### config.mk
export PLATFORM = sky130hd
export DESIGN_NAME = a2d_rr_intf_flat
export DESIGN_NICKNAME = d
export VERILOG_FILES = /design/src/rtl/a2d_rr_intf_if.sv /design/src/rtl/a2d_rr_intf.sv /design/src/flat_wrapper.sv
export SDC_FILE = /design/constraint.sdc
export NUM_CORES = 1
export LEC_CHECK = 0
export CELL_PAD_IN_SITES_DETAIL_PLACEMENT = 2
export CELL_PAD_IN_SITES_GLOBAL_PLACEMENT = 2
export CORE_MARGIN = 3
export CORE_UTILIZATION = 41
export CTS_BUF_LIST = sky130_fd_sc_hd__clkbuf_16
export DETAILED_ROUTE_END_ITERATION = 16
export GPL_TIMING_DRIVEN = 0
export PLACE_DENSITY = 0.83
export SYNTH_ARGS = -nofsm -noshare
export SYNTH_HDL_FRONTEND = slang
export SYNTH_SLANG_ARGS = --single-unit
### constraint.sdc
create_clock -name clk -period 3 [get_ports clk]
set_input_delay 0.75 -clock clk [delete_from_list [all_inputs] [get_ports clk]]
set_output_delay 0.75 -clock clk [all_outputs]
set_load 0.03 [all_outputs]
### src/rtl/a2d_rr_intf_if.sv
// rtl/a2d_rr_intf_if.sv - 4-wire SPI link between the round-robin A2D block and the ADC128S
interface a2d_rr_intf_if;
   logic MISO;
   logic SS_n;
   logic SCLK;
   logic MOSI;

   modport master (input MISO, output SS_n, output SCLK, output MOSI);
   modport slave  (output MISO, input SS_n, input SCLK, input MOSI);
endinterface

### src/rtl/a2d_rr_intf.sv
// rtl/a2d_rr_intf.sv - round-robin ADC128S sampler (batt, curr, brake, torque) with built-in SPI master
module a2d_rr_intf #(
   parameter bit FAST_SIM = 1'b1
) (
   input  logic          clk,
   input  logic          rst_n,
   a2d_rr_intf_if.master spi,
   output logic [11:0]   batt,
   output logic [11:0]   curr,
   output logic [11:0]   brake,
   output logic [11:0]   torque,
   output logic          cnv_cmplt
);

   typedef enum logic [1:0] {IDLE, CMD, PAUSE, READ} state_t;

   state_t      state;
   state_t      state_nxt;
   logic [13:0] intv_cnt;
   logic        req;
   logic [1:0]  ptr;
   logic [2:0]  chnl;
   logic        upd;

   logic        spi_start;
   logic [15:0] spi_tx;
   logic        spi_done;
   logic        active;
   logic [4:0]  sclk_div;
   logic [4:0]  smpl_cnt;
   logic [15:0] tx_shft;
   logic [11:0] rx_shft;

   always_ff @(posedge clk or negedge rst_n) begin
      if (!rst_n) intv_cnt <= '0;
      else        intv_cnt <= intv_cnt + 14'd1;
   end

   assign req = FAST_SIM ? (&intv_cnt[9:0]) : (&intv_cnt);

   // Pointer order maps onto the sparse ADC channel set 0, 1, 3, 4.
   always_comb begin
      chnl = 3'd0;
      case (ptr)
         2'd0:    chnl = 3'd0;
         2'd1:    chnl = 3'd1;
         2'd2:    chnl = 3'd3;
         default: chnl = 3'd4;
      endcase
   end

   // The frame closes as the 17th fall slot (sclk_div 11111) begins: SS_n is high
   // in that clk, which doubles as the PAUSE clk between the two frames.
   assign spi_done = active && (smpl_cnt == 5'd16) && (sclk_div == 5'b11110);

   always_ff @(posedge clk or negedge rst_n) begin
      if (!rst_n) begin
         active   <= 1'b0;
         sclk_div <= '0;
         smpl_cnt <= '0;
         tx_shft  <= '0;
         rx_shft  <= '0;
      end else if (spi_start) begin
         active   <= 1'b1;
         sclk_div <= 5'b10111;
         smpl_cnt <= '0;
         tx_shft  <= spi_tx;
      end else if (active) begin
         sclk_div <= sclk_div + 5'd1;
         if (spi_done) begin
            active <= 1'b0;
         end else begin
            if (sclk_div == 5'b01111) begin
               rx_shft  <= {rx_shft[10:0], spi.MISO};
               smpl_cnt <= smpl_cnt + 5'd1;
            end
            // No shift on the first fall: tx[15] must survive until the first rise.
            if ((sclk_div == 5'b11111) && (smpl_cnt != 5'd0))
               tx_shft <= {tx_shft[14:0], 1'b0};
         end
      end
   end

   assign spi.SS_n = ~active;
   assign spi.SCLK = active ? sclk_div[4] : 1'b1;
   assign spi.MOSI = active & tx_shft[15];

   always_ff @(posedge clk or negedge rst_n) begin
      if (!rst_n) state <= IDLE;
      else        state <= state_nxt;
   end

   always_comb begin
      state_nxt = state;
      spi_start = 1'b0;
      spi_tx    = 16'h0000;
      upd       = 1'b0;
      case (state)
         IDLE: begin
            if (req) begin
               spi_start = 1'b1;
               spi_tx    = {2'b00, chnl, 11'h000};
               state_nxt = CMD;
            end
         end
         CMD: begin
            if (spi_done) state_nxt = PAUSE;
         end
         PAUSE: begin
            spi_start = 1'b1;
            state_nxt = READ;
         end
         READ: begin
            if (spi_done) begin
               upd       = 1'b1;
               state_nxt = IDLE;
            end
         end
         default: state_nxt = IDLE;
      endcase
   end

   always_ff @(posedge clk or negedge rst_n) begin
      if (!rst_n) begin
         batt      <= '0;
         curr      <= '0;
         brake     <= '0;
         torque    <= '0;
         cnv_cmplt <= 1'b0;
         ptr       <= '0;
      end else begin
         cnv_cmplt <= upd;
         if (upd) begin
            case (ptr)
               2'd0:    batt   <= rx_shft;
               2'd1:    curr   <= rx_shft;
               2'd2:    brake  <= rx_shft;
               default: torque <= rx_shft;
            endcase
            ptr <= ptr + 2'd1;
         end
      end
   end

endmodule

### src/flat_wrapper.sv
// flat-port wrapper written by rule: the top's interface ports become plain ports
module a2d_rr_intf_flat 
#(
   parameter bit FAST_SIM = 1'b1
)
  (clk, rst_n, batt, curr, brake, torque, cnv_cmplt, spi_MISO, spi_SS_n, spi_SCLK, spi_MOSI);
  a2d_rr_intf_if spi_i ();
  input  logic clk;
  input  logic rst_n;
  output logic [11:0] batt;
  output logic [11:0] curr;
  output logic [11:0] brake;
  output logic [11:0] torque;
  output logic cnv_cmplt;
  input wire logic [$bits(spi_i.MISO)-1:0] spi_MISO;
  output wire logic [$bits(spi_i.SS_n)-1:0] spi_SS_n;
  output wire logic [$bits(spi_i.SCLK)-1:0] spi_SCLK;
  output wire logic [$bits(spi_i.MOSI)-1:0] spi_MOSI;
  assign spi_i.MISO = spi_MISO;
  assign spi_SS_n = spi_i.SS_n;
  assign spi_SCLK = spi_i.SCLK;
  assign spi_MOSI = spi_i.MOSI;
  a2d_rr_intf #(.FAST_SIM(FAST_SIM)) u_core (.clk(clk), .rst_n(rst_n), .spi(spi_i), .batt(batt), .curr(curr), .brake(brake), .torque(torque), .cnv_cmplt(cnv_cmplt));
endmodule
[After elaboration in Yosys (flattened, before gate mapping)]
Index checks and enable logic that the tools add are counted.
Word-level totals
  bits in registers: 106
  input port bits: 3
  logic and storage cells: 79
Cells by class
  add/subtract/negate cells: 4
  equality and inequality tests: 13
  multiplexer cells: 25
  bitwise logic cells: 5
  reductions and logical operators: 19
Operators with widths (number)
  $mux W16: 5
  $mux W5: 6
  $eq A5 B5 Y1 const B: 3
  $add A14 B1 Y14 const B: 1
  $mux W14: 1
  $add A5 B1 Y5 const B: 2
  $reduce_and A10 Y1: 1
  $pmux W3 S3: 1
  $reduce_and A3 Y1: 3
  $ne A2 B1 Y1 const B: 4
  $pmux W2 S4: 1
  $reduce_and A2 Y1: 4
  $mux W1: 7
  $eq A2 B2 Y1 const B: 3
  $mux W2: 3
  $reduce_bool A2 Y1: 3
  $eq A5 B4 Y1 const B: 1
  $reduce_bool A5 Y1: 1
  $eq A2 B1 Y1 const B: 2
  $logic_not A2 Y1: 2
  $not A1 Y1: 4
  $reduce_and A4 Y1: 1
  $logic_and A1 B1 Y1: 3
  $reduce_or A3 Y1: 1
  3 further kinds: 3

[Depth between registers and ports, before layout]
  depth after elaboration: 6
  depth in mapped cells: 8
  gate-level depth less buffers: 7

[Worst setup path after synthesis]
No wires, ideal clock.
  kind: register to register
  start point: reg u_core.sclk_div[0]
  end point: reg u_core.rx_shft[10]
  data arrival time: 1.757 ns
  data required time: 2.875 ns
  slack: 1.118 ns
  stages on the path, launching flop included: 9
  path buffers: 1
  period minus slack after synthesis: 1.882 ns
  cell sequence: dfrtp_1 ha_1 and3_1 ha_1 nand2_1 a31oi_2 nand2_1 buf_4 mux2_2
Between the ends
  word-level cells in the longest chain between the ends: 4
  elaborated cells between the ends (all ways): 5
  classes of those cells: 2 x eq/ne; 1 x bitwise; 2 x reduce/logical
RTL lines
  start: declaration: RTL line a2d_rr_intf.sv:29  | logic [4:0] sclk_div;
  start signal: assignment: RTL line a2d_rr_intf.sv:69  | sclk_div <= sclk_div + 5'd1;
  $eq A5 B5 Y1: RTL line a2d_rr_intf.sv:54  | assign spi_done = active && (smpl_cnt == 5'd16) && (sclk_div == 5'b11110);
  $logic_and A1 B1 Y1: RTL line a2d_rr_intf.sv:54
  $not A1 Y1 (no line)
  $reduce_and A4 Y1 (no line) *
  end signal: assignment: RTL line a2d_rr_intf.sv:74  | rx_shft <= {rx_shft[10:0], spi.MISO};
  end: declaration: RTL line a2d_rr_intf.sv:32  | logic [11:0] rx_shft;
Mark *: on every way between the ends. The rest lies on a longest branch, timed or not.
A chain may end at the register's enable or synchronous reset.

[Final worst setup path]
  start point: reg u_core.active
  end point: out spi_MOSI
Between the ends
  word-level cells in the longest chain between the ends: 1
RTL lines
  start: declaration: RTL line a2d_rr_intf.sv:28  | logic active;
  start signal: assignment: RTL line a2d_rr_intf.sv:58  | active <= 1'b0;
  start signal: assignment: RTL line a2d_rr_intf.sv:64  | active <= 1'b1;
  start signal: assignment: RTL line a2d_rr_intf.sv:71  | active <= 1'b0;
  $and A1 B1 Y1: RTL line a2d_rr_intf.sv:86  | assign spi.MOSI = active & tx_shft[15];
  end: declaration: RTL line flat_wrapper.sv:18  | output wire logic [$bits(spi_i.MOSI)-1:0] spi_MOSI;
No other way between the ends.

==> flow_summary.json <==
{
  "floorplan.core_area_um2": 9328,
  "mappedNetlistArea_um2": 3956,
  "holdCritPathClass": "primary input to asynchronous set/reset pin",
  "synth_sequential_area_ratio": 0.5756,
  "track_usage": 0.2016,
  "postCtsHoldBufs": 0,
  "cts_resized": 0,
  "yosys.cell_types.count": 34,
  "worst-endpoint-required_ns": 2.25,
  "area_growth_pct": 25.46,
  "antenna-diode-count": 0,
  "critPathLaunchType": "flip-flop",
  "maxSlewHeadroom": 0.5331,
  "rsz0062_at_grt": "false",
  "num_vias": 2449,
  "post-route-min-period_ns": 2.590,
  "postSynth.topFlopCell": "sky130_fd_sc_hd__dfrtp_1",
  "die_h_um": 104.2,
  "rr_worst_depth": 7,
  "synthDominantAreaCellType": "sky130_fd_sc_hd__dfrtp_1",
  "final_hold_viol_count": 0,
  "avgSynthCellArea_um2": 14.13,
  "numPlacedInstances": 464,
  "globalRoute.totalOverflow": 0,
  "start_util": 0.4241,
  "synth_area_leaders": "sky130_fd_sc_hd__dfrtp_1, sky130_fd_sc_hd__mux2_2, sky130_fd_sc_hd__mux2_4",
  "worst_setup_hold_path_clk_slew_ns": 0.07,
  "ir_drop_v": 0.0002544,
  "r2r_setup_slack_ns": 0.68,
  "power.leakage_nw": 2.441,
  "synth_cells": 280,
  "layout-drive-gt1-share": 0.2607,
  "largest_net_degree_at_the_start_of_global_routing": 60,
  "cts_num_sinks": 91,
  "final-max-slew-violation-count": 0,
  "mostFrequentLayoutCells": "sky130_fd_sc_hd__dfrtp_1, sky130_fd_sc_hd__clkdlybuf4s50_1, sky130_fd_sc_hd__mux2_2",
  "detail_route.wl_per_cell_um": 21.32,
  "initial_antenna_violation_count": 0,
  "synth_edf_count": 0,
  "crit_path_cell_trace": "buf_2, and2_1, clkdlybuf4s50_1",
  "worst_endpoint_data_arrival_time_ns": 1.84,
  "cts_bufs_inserted": 9,
  "root_buffer_cell": "sky130_fd_sc_hd__clkbuf_16",
  "timing.rr.start": "u_core.smpl_cnt[0]",
  "fmax_mhz": 386.0,
  "place.port_buffers": 54,
  "floorplan.io_pins": 55,
  "worst_clock_skew_ns": 0.01056,
  "postSynthRegisterBits": 91,
  "place_congestion": 0.7287,
  "synth_fp_nets": 299,
  "drcViolationCount": 0,
  "warnings_from_yosys": 0,
  "end_kind": "output pin",
  "design_power_total_mw": 2.367,
  "grt_pass1_wl_um": 16810,
  "horizontal_extent_of_the_die_um": 104.2,
  "yosys.area.top_type_share": 0.5756,
  "tritoncts": "built",
  "dpl-instance-area_um2": 4683,
  "finalCritPeriodShare": 0.8635,
  "cts_post_setup_buffers_inserted": 0,
  "clk-insertion-delay-late_ns": 0.34,
  "crit_start": "u_core.active",
  "setup_total_negative_slack_ns": 0,
  "maxCapViolCount": 0,
  "detail_route.iter0.violations": 58,
  "timing_worst_setup_path_type": "flip-flop to output pin",
  "fillers": 872,
  "utilization": 0.5321,
  "cellPowerDensity_nw_per_um2": 476.8,
  "proportion_of_register_bits_with_asynchronous_set_or_reset_after_synthesis": 1.000,
  "first_pass_iters": 4,
  "number_of_failing_setup_endpoints_in_the_final_timing_report": 0,
  "crit_fanout": 17,
  "status": "completed",
  "slowest_delay_ns": 0.67,
  "worst_path_max_delay_cell": "sky130_fd_sc_hd__clkdlybuf4s50_1",
  "layout.cells.most_common": "sky130_fd_sc_hd__dfrtp_1",
  "fp.dieArea_um2": 10860,
  "first_global_vias": 2874,
  "layout.cells.non_filler": 478,
  "vias_per_cell": 5.123,
  "detail_route.wirelength_um": 10190,
  "cts.path.max_buffers": 2,
  "design.final.nets": 364,
  "fin_area_um2": 4964,
  "dp.final_hpwl_um": 6782,
  "core.rowCount": 35,
  "clock_tree.htree_level_count": 3,
  "drtAntennaViolNets": 0,
  "tightestPinTransition_ns": 0.7003
}
==> through the flow <==
step	hold slack (ns)	setup slack, ns
final	0.3664	0.4096
after global routing	0.3838	0.2892
after CTS	0.3654	0.06681
after detailed placement	0.4535	0.4516
after global placement	0.4377	-2.263
after floorplan	0.4214	1.118
==> cells by family (layout without fill, tap and decap cells) <==
kind of cell	Yosys count	count (layout)	share of synthesized area
flip-flops	91	91	0.5756
multiplexers	66	66	0.2053
AND/OR/NAND/NOR	58	58	0.08413
buffers and inverters	20	89	0.02498
adder cells (fa/ha/maj)	16	16	0.05060
XOR/XNOR	15	15	0.03321
AO/OA/AOI/OAI	14	14	0.02625
==> final cells by class <==
class	count	area, µm²	share of cell area
clock inverter	6	58.81	0.01185
sequential	91	2277	0.4588
timing repair buffer	55	565.5	0.1139
tap	129	161.4	0.03252
buffer	7	50.05	0.01008
multi-input combinational	169	1580	0.3184
inverter	12	45.04	0.009075
clock buffer	9	225.2	0.04537
==> sequential cells by signal, summed over array words and instances (netlist names) <==
name              count
u_core.active         1
u_core.tx_shft        5
u_core.state          2
u_core.torque        12
u_core.smpl_cnt       5
u_core.cnv_cmplt      1
u_core.brake         12
u_core.rx_shft       12
u_core.sclk_div       5
u_core.intv_cnt      10
u_core.batt          12
u_core.curr          12
u_core.ptr            2
==> cell usage after synthesis, types with 2 or more instances <==
| cell type | n |
|---|---|
| sky130_fd_sc_hd__buf_2 | 4 |
| sky130_fd_sc_hd__mux2_4 | 20 |
| sky130_fd_sc_hd__nand2_4 | 2 |
| sky130_fd_sc_hd__xnor2_1 | 11 |
| sky130_fd_sc_hd__mux2i_1 | 5 |
| sky130_fd_sc_hd__nand2_1 | 20 |
| sky130_fd_sc_hd__nand3_1 | 7 |
| sky130_fd_sc_hd__o21ai_0 | 6 |
| sky130_fd_sc_hd__dfrtp_1 | 91 |
| sky130_fd_sc_hd__o32a_1 | 2 |
| sky130_fd_sc_hd__mux2_2 | 41 |
| sky130_fd_sc_hd__nor2_1 | 12 |
| sky130_fd_sc_hd__inv_1 | 12 |
| sky130_fd_sc_hd__xor2_1 | 4 |
| sky130_fd_sc_hd__ha_1 | 16 |
| sky130_fd_sc_hd__a21oi_1 | 2 |
| sky130_fd_sc_hd__and4_1 | 4 |
| sky130_fd_sc_hd__nand4_1 | 4 |
| sky130_fd_sc_hd__buf_6 | 2 |
==> critical path, delay by kind of cell, from the launching register on <==
| kind | cells | cell delay, ns |
|---|---|---|
| buffers and inverters | 2 | 0.98 |
| DFF | 1 | 0.32 |
| and+or+nand+nor | 1 | 0.20 |
==> path summary, 6_finish.rpt <==
kind	to
worst max-delay path	spi_MOSI
worst min-delay path	u_core.torque[6]
worst max register to register	u_core.rx_shft[10]
worst min register to register	u_core.intv_cnt[0]
max in group asynchronous	u_core.tx_shft[11]
min in group clk	u_core.intv_cnt[0]
==> report_power, final <==
group          total, mW  internal [mW]  switching [mW]  leakage [nW]
clock               1.11          0.635           0.471         0.140
sequential          1.23           1.23         0.00142          1.26
combinational     0.0313        0.00625          0.0251          1.05
==> layer usage <==
| metal | GRT usage | share of wire | vias to the layer above |
|---|---|---|---|
| met2 | 0.3774 | 0.55 | 34 |
| met4 | 0.04274 | 0.0078 | 0 |
| met5 | 0 | 0 | - |
| met1 | 0.2368 | 0.42 | 1308 |
| met3 | 0.04283 | 0.022 | 9 |
| li1 | - | - | 1098 |
Note: power is estimated with default switching activity, not from simulation.
